$ cat src/rtl/uart_loader_pkg.sv
// Shared definitions for the UART bootloader: UART register map, readdata
// field positions, FSM state and packet phase encodings.
package uart_loader_pkg;

  // UART slave register offsets
  localparam logic [2:0] UART_REG_DATA  = 3'h0;
  localparam logic [2:0] UART_REG_SPACE = 3'h4;

  // Bit positions inside i_uart_readdata
  localparam int RX_VALID_BIT = 15;
  localparam int FIELD_LSB    = 16;
  localparam int FIELD_MSB    = 23;

  // Protocol byte defaults
  localparam logic [7:0] DEF_SYNC_BYTE = 8'hA5;
  localparam logic [7:0] DEF_ACK_BYTE  = 8'h06;
  localparam logic [7:0] DEF_NAK_BYTE  = 8'h15;

  typedef enum logic [2:0] {
    S_IDLE,
    S_RX_POLL,
    S_RX_WAIT,
    S_PARSE,
    S_MEM_WR,
    S_TX_POLL,
    S_TX_WAIT,
    S_TX_WR
  } state_e;

  typedef enum logic [2:0] {
    PH_HDR,
    PH_ADDR,
    PH_LEN,
    PH_DATA,
    PH_CSUM
  } phase_e;

  // Extract the 8-bit count field (rx used / tx space) from a UART read
  function automatic logic [7:0] uart_count_field(input logic [31:0] rd);
    return rd[FIELD_MSB:FIELD_LSB];
  endfunction

endpackage

$ cat src/rtl/uart_loader_timer.sv
// Inter-byte timeout: down-counter reloaded on clear, expires at zero.
module uart_loader_timer #(
  parameter int unsigned CYCLES = 1_000_000
) (
  input  logic i_clock,
  input  logic i_reset_n,
  input  logic i_clear,
  input  logic i_enable,
  output logic o_expired
);

  localparam int unsigned CNT_W = $clog2(CYCLES + 1);
  localparam logic [CNT_W-1:0] LOAD = CNT_W'(CYCLES);

  logic [CNT_W-1:0] count_q, count_d;

  // Next count: reload on clear, otherwise count down and stick at zero
  always_comb begin
    count_d = count_q;
    if (i_clear) begin
      count_d = LOAD;
    end else if (i_enable && (count_q != '0)) begin
      count_d = count_q - CNT_W'(1);
    end
  end

  // Counter register
  always_ff @(posedge i_clock or negedge i_reset_n) begin
    if (!i_reset_n) begin
      count_q <= LOAD;
    end else begin
      count_q <= count_d;
    end
  end

  assign o_expired = (count_q == '0);

endmodule

$ cat src/rtl/uart_loader.sv
// Serial bootloader: polls the UART, parses SYNC|ADDR|LEN|payload|CSUM
// packets, writes payload to memory as little-endian words, answers ACK/NAK.
//
// state     | meaning
// ----------+-----------------------------------------------------------
// S_IDLE    | waiting for i_enable
// S_RX_POLL | issue read of UART data reg (or abort on timeout / go idle)
// S_RX_WAIT | wait read ack; valid byte -> S_PARSE, else repoll
// S_PARSE   | consume byte according to packet phase
// S_MEM_WR  | memory write held until i_mem_acknowledge
// S_TX_POLL | issue read of UART tx-space reg
// S_TX_WAIT | wait ack; space>0 -> start ACK/NAK write, else repoll
// S_TX_WR   | wait write ack, pulse o_done/o_error
module uart_loader
  import uart_loader_pkg::*;
#(
  parameter int unsigned TIMEOUT_CYCLES = 1_000_000,
  parameter logic [7:0]  SYNC_BYTE      = DEF_SYNC_BYTE,
  parameter logic [7:0]  ACK_BYTE       = DEF_ACK_BYTE,
  parameter logic [7:0]  NAK_BYTE       = DEF_NAK_BYTE
) (
  input  logic        i_clock,
  input  logic        i_reset_n,
  input  logic        i_enable,
  output logic [2:0]  o_uart_address,
  output logic        o_uart_read,
  output logic        o_uart_write,
  output logic [31:0] o_uart_writedata,
  input  logic [31:0] i_uart_readdata,
  input  logic        i_uart_acknowledge,
  output logic [31:0] o_mem_address,
  output logic        o_mem_write,
  output logic [31:0] o_mem_writedata,
  output logic [3:0]  o_mem_byteenable,
  input  logic        i_mem_acknowledge,
  output logic        o_busy,
  output logic        o_done,
  output logic        o_error
);

  state_e      state_q;
  phase_e      phase_q;
  logic [1:0]  field_cnt_q;
  logic [7:0]  len_lo_q;
  logic [15:0] remaining_q;
  logic [1:0]  lane_q;
  logic [7:0]  csum_q;
  logic [7:0]  rx_byte_q;
  logic        resp_ok_q;
  logic        busy_q;
  logic        done_q;
  logic        error_q;
  logic [2:0]  uart_addr_q;
  logic        uart_read_q;
  logic        uart_write_q;
  logic [31:0] uart_wdata_q;
  logic [31:0] mem_addr_q;
  logic        mem_write_q;
  logic [31:0] word_q;
  logic [3:0]  be_q;

  logic        rx_valid;
  logic        rx_taken;
  logic        tmr_clear;
  logic        tmr_enable;
  logic        tmr_expired;
  logic [15:0] len_full;
  logic        last_byte;
  logic        unused_readdata;

  assign rx_valid  = i_uart_readdata[RX_VALID_BIT];
  assign rx_taken  = (state_q == S_RX_WAIT) && i_uart_acknowledge && rx_valid;
  assign len_full  = {rx_byte_q, len_lo_q};
  assign last_byte = (remaining_q == 16'd1);

  // Timeout only runs inside a packet while waiting on the receive side;
  // memory and response phases are never aborted.
  assign tmr_clear  = !busy_q || rx_taken;
  assign tmr_enable = busy_q &&
                      ((state_q == S_RX_POLL) || (state_q == S_RX_WAIT) || (state_q == S_PARSE));

  assign unused_readdata = ^{i_uart_readdata[31:24], i_uart_readdata[14:8]};

  uart_loader_timer #(
    .CYCLES (TIMEOUT_CYCLES)
  ) u_timer (
    .i_clock   (i_clock),
    .i_reset_n (i_reset_n),
    .i_clear   (tmr_clear),
    .i_enable  (tmr_enable),
    .o_expired (tmr_expired)
  );

  // Loader FSM with all bus strobes and status outputs registered
  always_ff @(posedge i_clock or negedge i_reset_n) begin
    if (!i_reset_n) begin
      state_q      <= S_IDLE;
      phase_q      <= PH_HDR;
      field_cnt_q  <= 2'd0;
      len_lo_q     <= 8'h00;
      remaining_q  <= 16'h0000;
      lane_q       <= 2'd0;
      csum_q       <= 8'h00;
      rx_byte_q    <= 8'h00;
      resp_ok_q    <= 1'b0;
      busy_q       <= 1'b0;
      done_q       <= 1'b0;
      error_q      <= 1'b0;
      uart_addr_q  <= UART_REG_DATA;
      uart_read_q  <= 1'b0;
      uart_write_q <= 1'b0;
      uart_wdata_q <= 32'h0;
      mem_addr_q   <= 32'h0;
      mem_write_q  <= 1'b0;
      word_q       <= 32'h0;
      be_q         <= 4'h0;
    end else begin
      done_q  <= 1'b0;
      error_q <= 1'b0;
      case (state_q)
        S_IDLE: begin
          if (i_enable) state_q <= S_RX_POLL;
        end

        S_RX_POLL: begin
          if (busy_q && tmr_expired) begin
            resp_ok_q <= 1'b0;
            phase_q   <= PH_HDR;
            state_q   <= S_TX_POLL;
          end else if (!busy_q && !i_enable) begin
            // Between packets only: a packet in flight always completes.
            state_q <= S_IDLE;
          end else begin
            uart_addr_q <= UART_REG_DATA;
            uart_read_q <= 1'b1;
            state_q     <= S_RX_WAIT;
          end
        end

        S_RX_WAIT: begin
          if (i_uart_acknowledge) begin
            uart_read_q <= 1'b0;
            if (rx_valid) begin
              rx_byte_q <= i_uart_readdata[7:0];
              state_q   <= S_PARSE;
            end else begin
              state_q <= S_RX_POLL;
            end
          end
        end

        S_PARSE: begin
          state_q <= S_RX_POLL;
          case (phase_q)
            PH_HDR: begin
              if (rx_byte_q == SYNC_BYTE) begin
                phase_q     <= PH_ADDR;
                field_cnt_q <= 2'd0;
                csum_q      <= 8'h00;
                busy_q      <= 1'b1;
                word_q      <= 32'h0;
                be_q        <= 4'h0;
                lane_q      <= 2'd0;
              end
            end

            PH_ADDR: begin
              mem_addr_q[{field_cnt_q, 3'b000} +: 8] <= rx_byte_q;
              csum_q      <= csum_q ^ rx_byte_q;
              field_cnt_q <= field_cnt_q + 2'd1;
              if (field_cnt_q == 2'd3) begin
                field_cnt_q <= 2'd0;
                phase_q     <= PH_LEN;
              end
            end

            PH_LEN: begin
              csum_q <= csum_q ^ rx_byte_q;
              if (field_cnt_q == 2'd0) begin
                len_lo_q    <= rx_byte_q;
                field_cnt_q <= 2'd1;
              end else begin
                field_cnt_q     <= 2'd0;
                remaining_q     <= len_full;
                // Payload always starts in lane 0 of a word-aligned address.
                mem_addr_q[1:0] <= 2'b00;
                phase_q         <= (len_full == 16'h0000) ? PH_CSUM : PH_DATA;
              end
            end

            PH_DATA: begin
              csum_q                          <= csum_q ^ rx_byte_q;
              word_q[{lane_q, 3'b000} +: 8]   <= rx_byte_q;
              be_q[lane_q]                    <= 1'b1;
              lane_q                          <= lane_q + 2'd1;
              if (remaining_q != 16'h0000) remaining_q <= remaining_q - 16'd1;
              if ((lane_q == 2'd3) || last_byte) begin
                mem_write_q <= 1'b1;
                state_q     <= S_MEM_WR;
                if (last_byte) phase_q <= PH_CSUM;
              end
            end

            PH_CSUM: begin
              resp_ok_q <= (csum_q == rx_byte_q);
              phase_q   <= PH_HDR;
              state_q   <= S_TX_POLL;
            end

            default: phase_q <= PH_HDR;
          endcase
        end

        S_MEM_WR: begin
          if (i_mem_acknowledge) begin
            mem_write_q <= 1'b0;
            mem_addr_q  <= mem_addr_q + 32'd4;
            word_q      <= 32'h0;
            be_q        <= 4'h0;
            lane_q      <= 2'd0;
            state_q     <= S_RX_POLL;
          end
        end

        S_TX_POLL: begin
          uart_addr_q <= UART_REG_SPACE;
          uart_read_q <= 1'b1;
          state_q     <= S_TX_WAIT;
        end

        S_TX_WAIT: begin
          if (i_uart_acknowledge) begin
            uart_read_q <= 1'b0;
            if (uart_count_field(i_uart_readdata) != 8'h00) begin
              uart_addr_q  <= UART_REG_DATA;
              uart_write_q <= 1'b1;
              uart_wdata_q <= {24'h0, (resp_ok_q ? ACK_BYTE : NAK_BYTE)};
              state_q      <= S_TX_WR;
            end else begin
              state_q <= S_TX_POLL;
            end
          end
        end

        S_TX_WR: begin
          if (i_uart_acknowledge) begin
            uart_write_q <= 1'b0;
            busy_q       <= 1'b0;
            done_q       <= resp_ok_q;
            error_q      <= !resp_ok_q;
            state_q      <= S_IDLE;
          end
        end

        default: state_q <= S_IDLE;
      endcase
    end
  end

  assign o_uart_address   = uart_addr_q;
  assign o_uart_read      = uart_read_q;
  assign o_uart_write     = uart_write_q;
  assign o_uart_writedata = uart_wdata_q;
  assign o_mem_address    = mem_addr_q;
  assign o_mem_write      = mem_write_q;
  assign o_mem_writedata  = word_q;
  assign o_mem_byteenable = be_q;
  assign o_busy           = busy_q;
  assign o_done           = done_q;
  assign o_error          = error_q;

endmodule

$ cat config.mk
export PLATFORM = sky130hd
export DESIGN_NAME = uart_loader
export DESIGN_NICKNAME = d
export VERILOG_FILES = /design/src/rtl/uart_loader_pkg.sv /design/src/rtl/uart_loader_timer.sv /design/src/rtl/uart_loader.sv
export SDC_FILE = /design/constraint.sdc
export NUM_CORES = 1
export LEC_CHECK = 0
export ABC_AREA = 1
export BUFFER_PORTS_ARGS = -buffer_cell sky130_fd_sc_hd__buf_2
export CAP_MARGIN = 10
export CORE_MARGIN = 4
export CORE_UTILIZATION = 48
export CTS_CLUSTER_SIZE = 8
export DETAILED_ROUTE_END_ITERATION = 8
export PLACE_DENSITY = 0.8
export SLEW_MARGIN = 15
export SYNTH_ARGS = -nofsm -noshare
export SYNTH_HDL_FRONTEND = slang
export SYNTH_SLANG_ARGS = --single-unit
$ cat constraint.sdc
create_clock -name i_clock -period 1.8 [get_ports i_clock]
set_input_delay 0.18 -clock i_clock [delete_from_list [all_inputs] [get_ports i_clock]]
set_output_delay 0.18 -clock i_clock [all_outputs]
set_load 0.05 [all_outputs]
==> impl_results.md <==
- Outcome: completed
- Clock-pin slew on the worst setup and hold paths: 70 ps
- Cell taking the most area after synthesis: dfrtp_1
- Largest net degree at the start of global routing: 49
- Endpoints failing hold: 0
- Sequential fraction of the synthesis area: 40.34%
- Hold Path Class: primary input to register
- Final setup violation count: 0
- Crit-path most repeated cell: nand2_1
- Routed wire per std cell: 15.32 um
- Synth cell types: ~40
- Slew Viols, Final: 0
- Maximum clock path buffer count: 2
- Crit-path cells: nor2_4 -> inv_1 -> nor2_4 -> inv_2 -> nand2_1 -> nand2_1 -> inv_2 -> nand2_8 -> clkinv_8 -> buf_4 -> nand2_8 -> nand2_1 -> o21ai_1
- Worst skew pair latency: 430 ps
- VDD IR-drop max: 0.7865 mV
- Fmax: 0.5660 GHz
- Worst Path Max Fanout: 10
- CP required: 2120 ps
- Hold Crit Start: i_uart_readdata[5]
- Critical path class: register to register
- Origin of the worst setup path: phase_q[0]
- Final antenna-violating net count: 0
- Post-synth EDFFs: 0
- Slew @ Worst Pin: 493.1 ps
- Dpl hpwl: 19530 um
- Hold Worst Slack: 12.33 ps
- Worst Path Arrival: 2090 ps
- Initial Util: 49.20%
- Post-route DRC: 0
- Root Buffer: clkbuf_16
- Async set-reset flop share out of synthesis: 100.0%
- Layout Nets: 1561
- # diodes: 0
- Drt initial violations: 908
- Slowest cell delay on critical path: 450 ps
- Top FF cell, synth: dfrtp_1
- Layout area overhead: 22.15%
- Syn Area/Cell: 6.914 um^2
- PD cells: 1414 mW/mm^2
- Slew margin rel.: 66.78%
- Fill count: 1674
- H-tree levels: 4
- Post-synth top area share: 38.35%
- Tmin final: 1767 ps
- Die ar.: 0.02159 mm^2
- Sequential Area: 0.003746 mm^2
- First-pass iteration count of the detailed router: 6
- Synth Cell Area: approximately 0.009 mm^2
- Vias: around 9.6k
- Final GP Congestion: around 0.95
- Initial antenna violation count: 0
- Layout cells sized above 1: between 10% and 20%
- Cell count after synthesis: 1340
- CTS tree: built
- Register-to-register setup slack: 30 ps
- Yosys reg bits: 149
- First-pass GRT wire length: 43900 um
- Total Power: roughly 16 mW
- DP Area: 0.01038 mm^2
- Number of global-route vias before repair: roughly 8.9k
- Vias/cell: between 5 and 6
- Core Region: 0.01883 mm^2
- Clk sink count: 149
- Tot GR Track Use: between 20 and 25%
- Setup Skew: 12.15 ps
- CTS buffer count: 17
- IO Pins: 146
- Worst path slowest cell: dfrtp_2
- Area occupied by multi-input gates: 0.004961 mm^2
- Fin crit share: a little over nine tenths
- Grt ovf: 0
- Critical path startpoint category: register
- Max cap viols: 0
- RSZ-0062 raised after global routing: yes
- Std cell rows: 50
- Fin area: 0.01132 mm^2
- Height of the chip: 146.9 um
- Die width: 146.9 um
- Worst r2r src: phase_q[0]
- Yosys Warn Count: 0
- Leakage: between 5 and 6 nW
- # port buffers: 100
- Routed wire length: 27320 um
- CP Capture Type: register
- Top cells by area, synth: dfrtp_1 38%, nand2_1 17%, nor2_1 8.9%, nand3_1 4.9%, o21ai_0 4.5%
flip-flops by register name, indices dropped and copies added, names as in the netlist, 2 cells and up:
signal            count
o_mem_address        32
phase_q               3
len_lo_q              8
remaining_q          16
o_mem_writedata      32
lane_q                2
u_timer.count_q      20
state_q               3
field_cnt_q           2
rx_byte_q             8
o_uart_writedata      3
o_mem_byteenable      4
csum_q                8
layer usage:
| metal | wire (um) | global-route usage [%] | up-vias |
|---|---|---|---|
| met5 | 0 | 0 | - |
| met4 | 892 | 8.947 | 0 |
| met1 | 11700 | 33.70 | 4478 |
| li1 | - | - | 4574 |
| met3 | 1918 | 3.640 | 86 |
| met2 | 12810 | 40.26 | 412 |
final cells by class:
| cell class | count | share of cell area [%] |
|---|---|---|
| clock buffers | 17 | 3.759 |
| clock inverters | 15 | 1.614 |
| inverters | 113 | 3.991 |
| multi-input cells | 1043 | 43.84 |
| flip-flops and latches | 149 | 33.10 |
| well taps | 260 | 2.875 |
| repair buffers | 186 | 10.82 |
cell usage after synthesis, drive strengths merged (6+ instances only):
cell,n
a21oi,39
a31oi,6
buf,54
clkbuf,10
dfrtp,142
dfstp,7
ha,14
inv,110
nand2,435
nand3,91
nand3b,12
nand4,17
nor2,226
nor3,21
o21ai,99
o31ai,9
xnor2,11
xor2,20
power by group:
part	total (mW)	internal [mW]	switching [mW]	leakage, nW
Clock	3.73	2.11	1.62	0.302
Sequential	4.79	4.11	0.680	1.88
Combinational	7.48	2.34	5.14	3.59
Total	16.0	8.56	7.43	5.77
layout by cell type, fill, tap and decap left out, types with 12 or more instances in the layout:
master and n:
nand3b_1 12, nand3_1 87, nor2_2 16, nor3_1 20, xor2_1 20, nand2_2 13
buf_4 74, conb_1 30, o21ai_1 17, nor2_1 200, nand4_1 17, buf_2 99
nand2_1 415, clkbuf_16 17, a21oi_1 38, o21ai_0 82, inv_1 99, dfrtp_1 135
per-stage QoR:
step | worst slack, ps | cells | utilization (%) | TNS, ps
3_3_place_gp | 56.12 | 1736 | 55.10 | 0
4_1_cts | 6.780 | 1774 | 58.72 | 0
5_1_grt | -52.63 | 1783 | 60.10 | -788.3
6_report | 33.36 | 1783 | 60.10 | 0
2_1_floorplan | -21.33 | 1369 | - | -21.33
3_5_place_dp | -32.19 | 1736 | 55.10 | -42.02
critical path, delay by kind of cell, from the launching register on:
family | cells | cell delay, ps
AOI/OAI and AO/OA | 1 | 60
buffers and inverters | 5 | 470
DFF | 1 | 450
and+or+nand+nor | 7 | 670
what timing repair did:
action,CTS,global route
resized for setup,5,62
setup endpoints to repair,33,101
hold buffers,6,0
hold endpoints to repair,133,0
setup buffers,0,9
pin swaps,0,4
gates cloned,0,0
cell families (layout without fill, tap and decap cells):
group	Yosys count	after routing	share of synthesized area, %
DFF	149	149	40.34
AOI/OAI and AO/OA	160	160	9.183
xor gates and xnor gates	31	31	2.930
adders and majority gates	14	14	1.891
other	1	30	0.04047
and+or+nand+nor	808	808	36.50
buffers and inverters	177	331	9.115
path summary, 6_finish.rpt:
path / cells past startpoint / endpoint
max: 13 / o_mem_writedata[15]
min: 3 / rx_byte_q[5]
max reg2reg: 13 / o_mem_writedata[15]
min reg2reg: 2 / o_uart_address[2]
max in group asynchronous: 3 / o_mem_address[3]
min in group asynchronous: 2 / o_uart_writedata[2]
(Power assumes the default switching activity.)
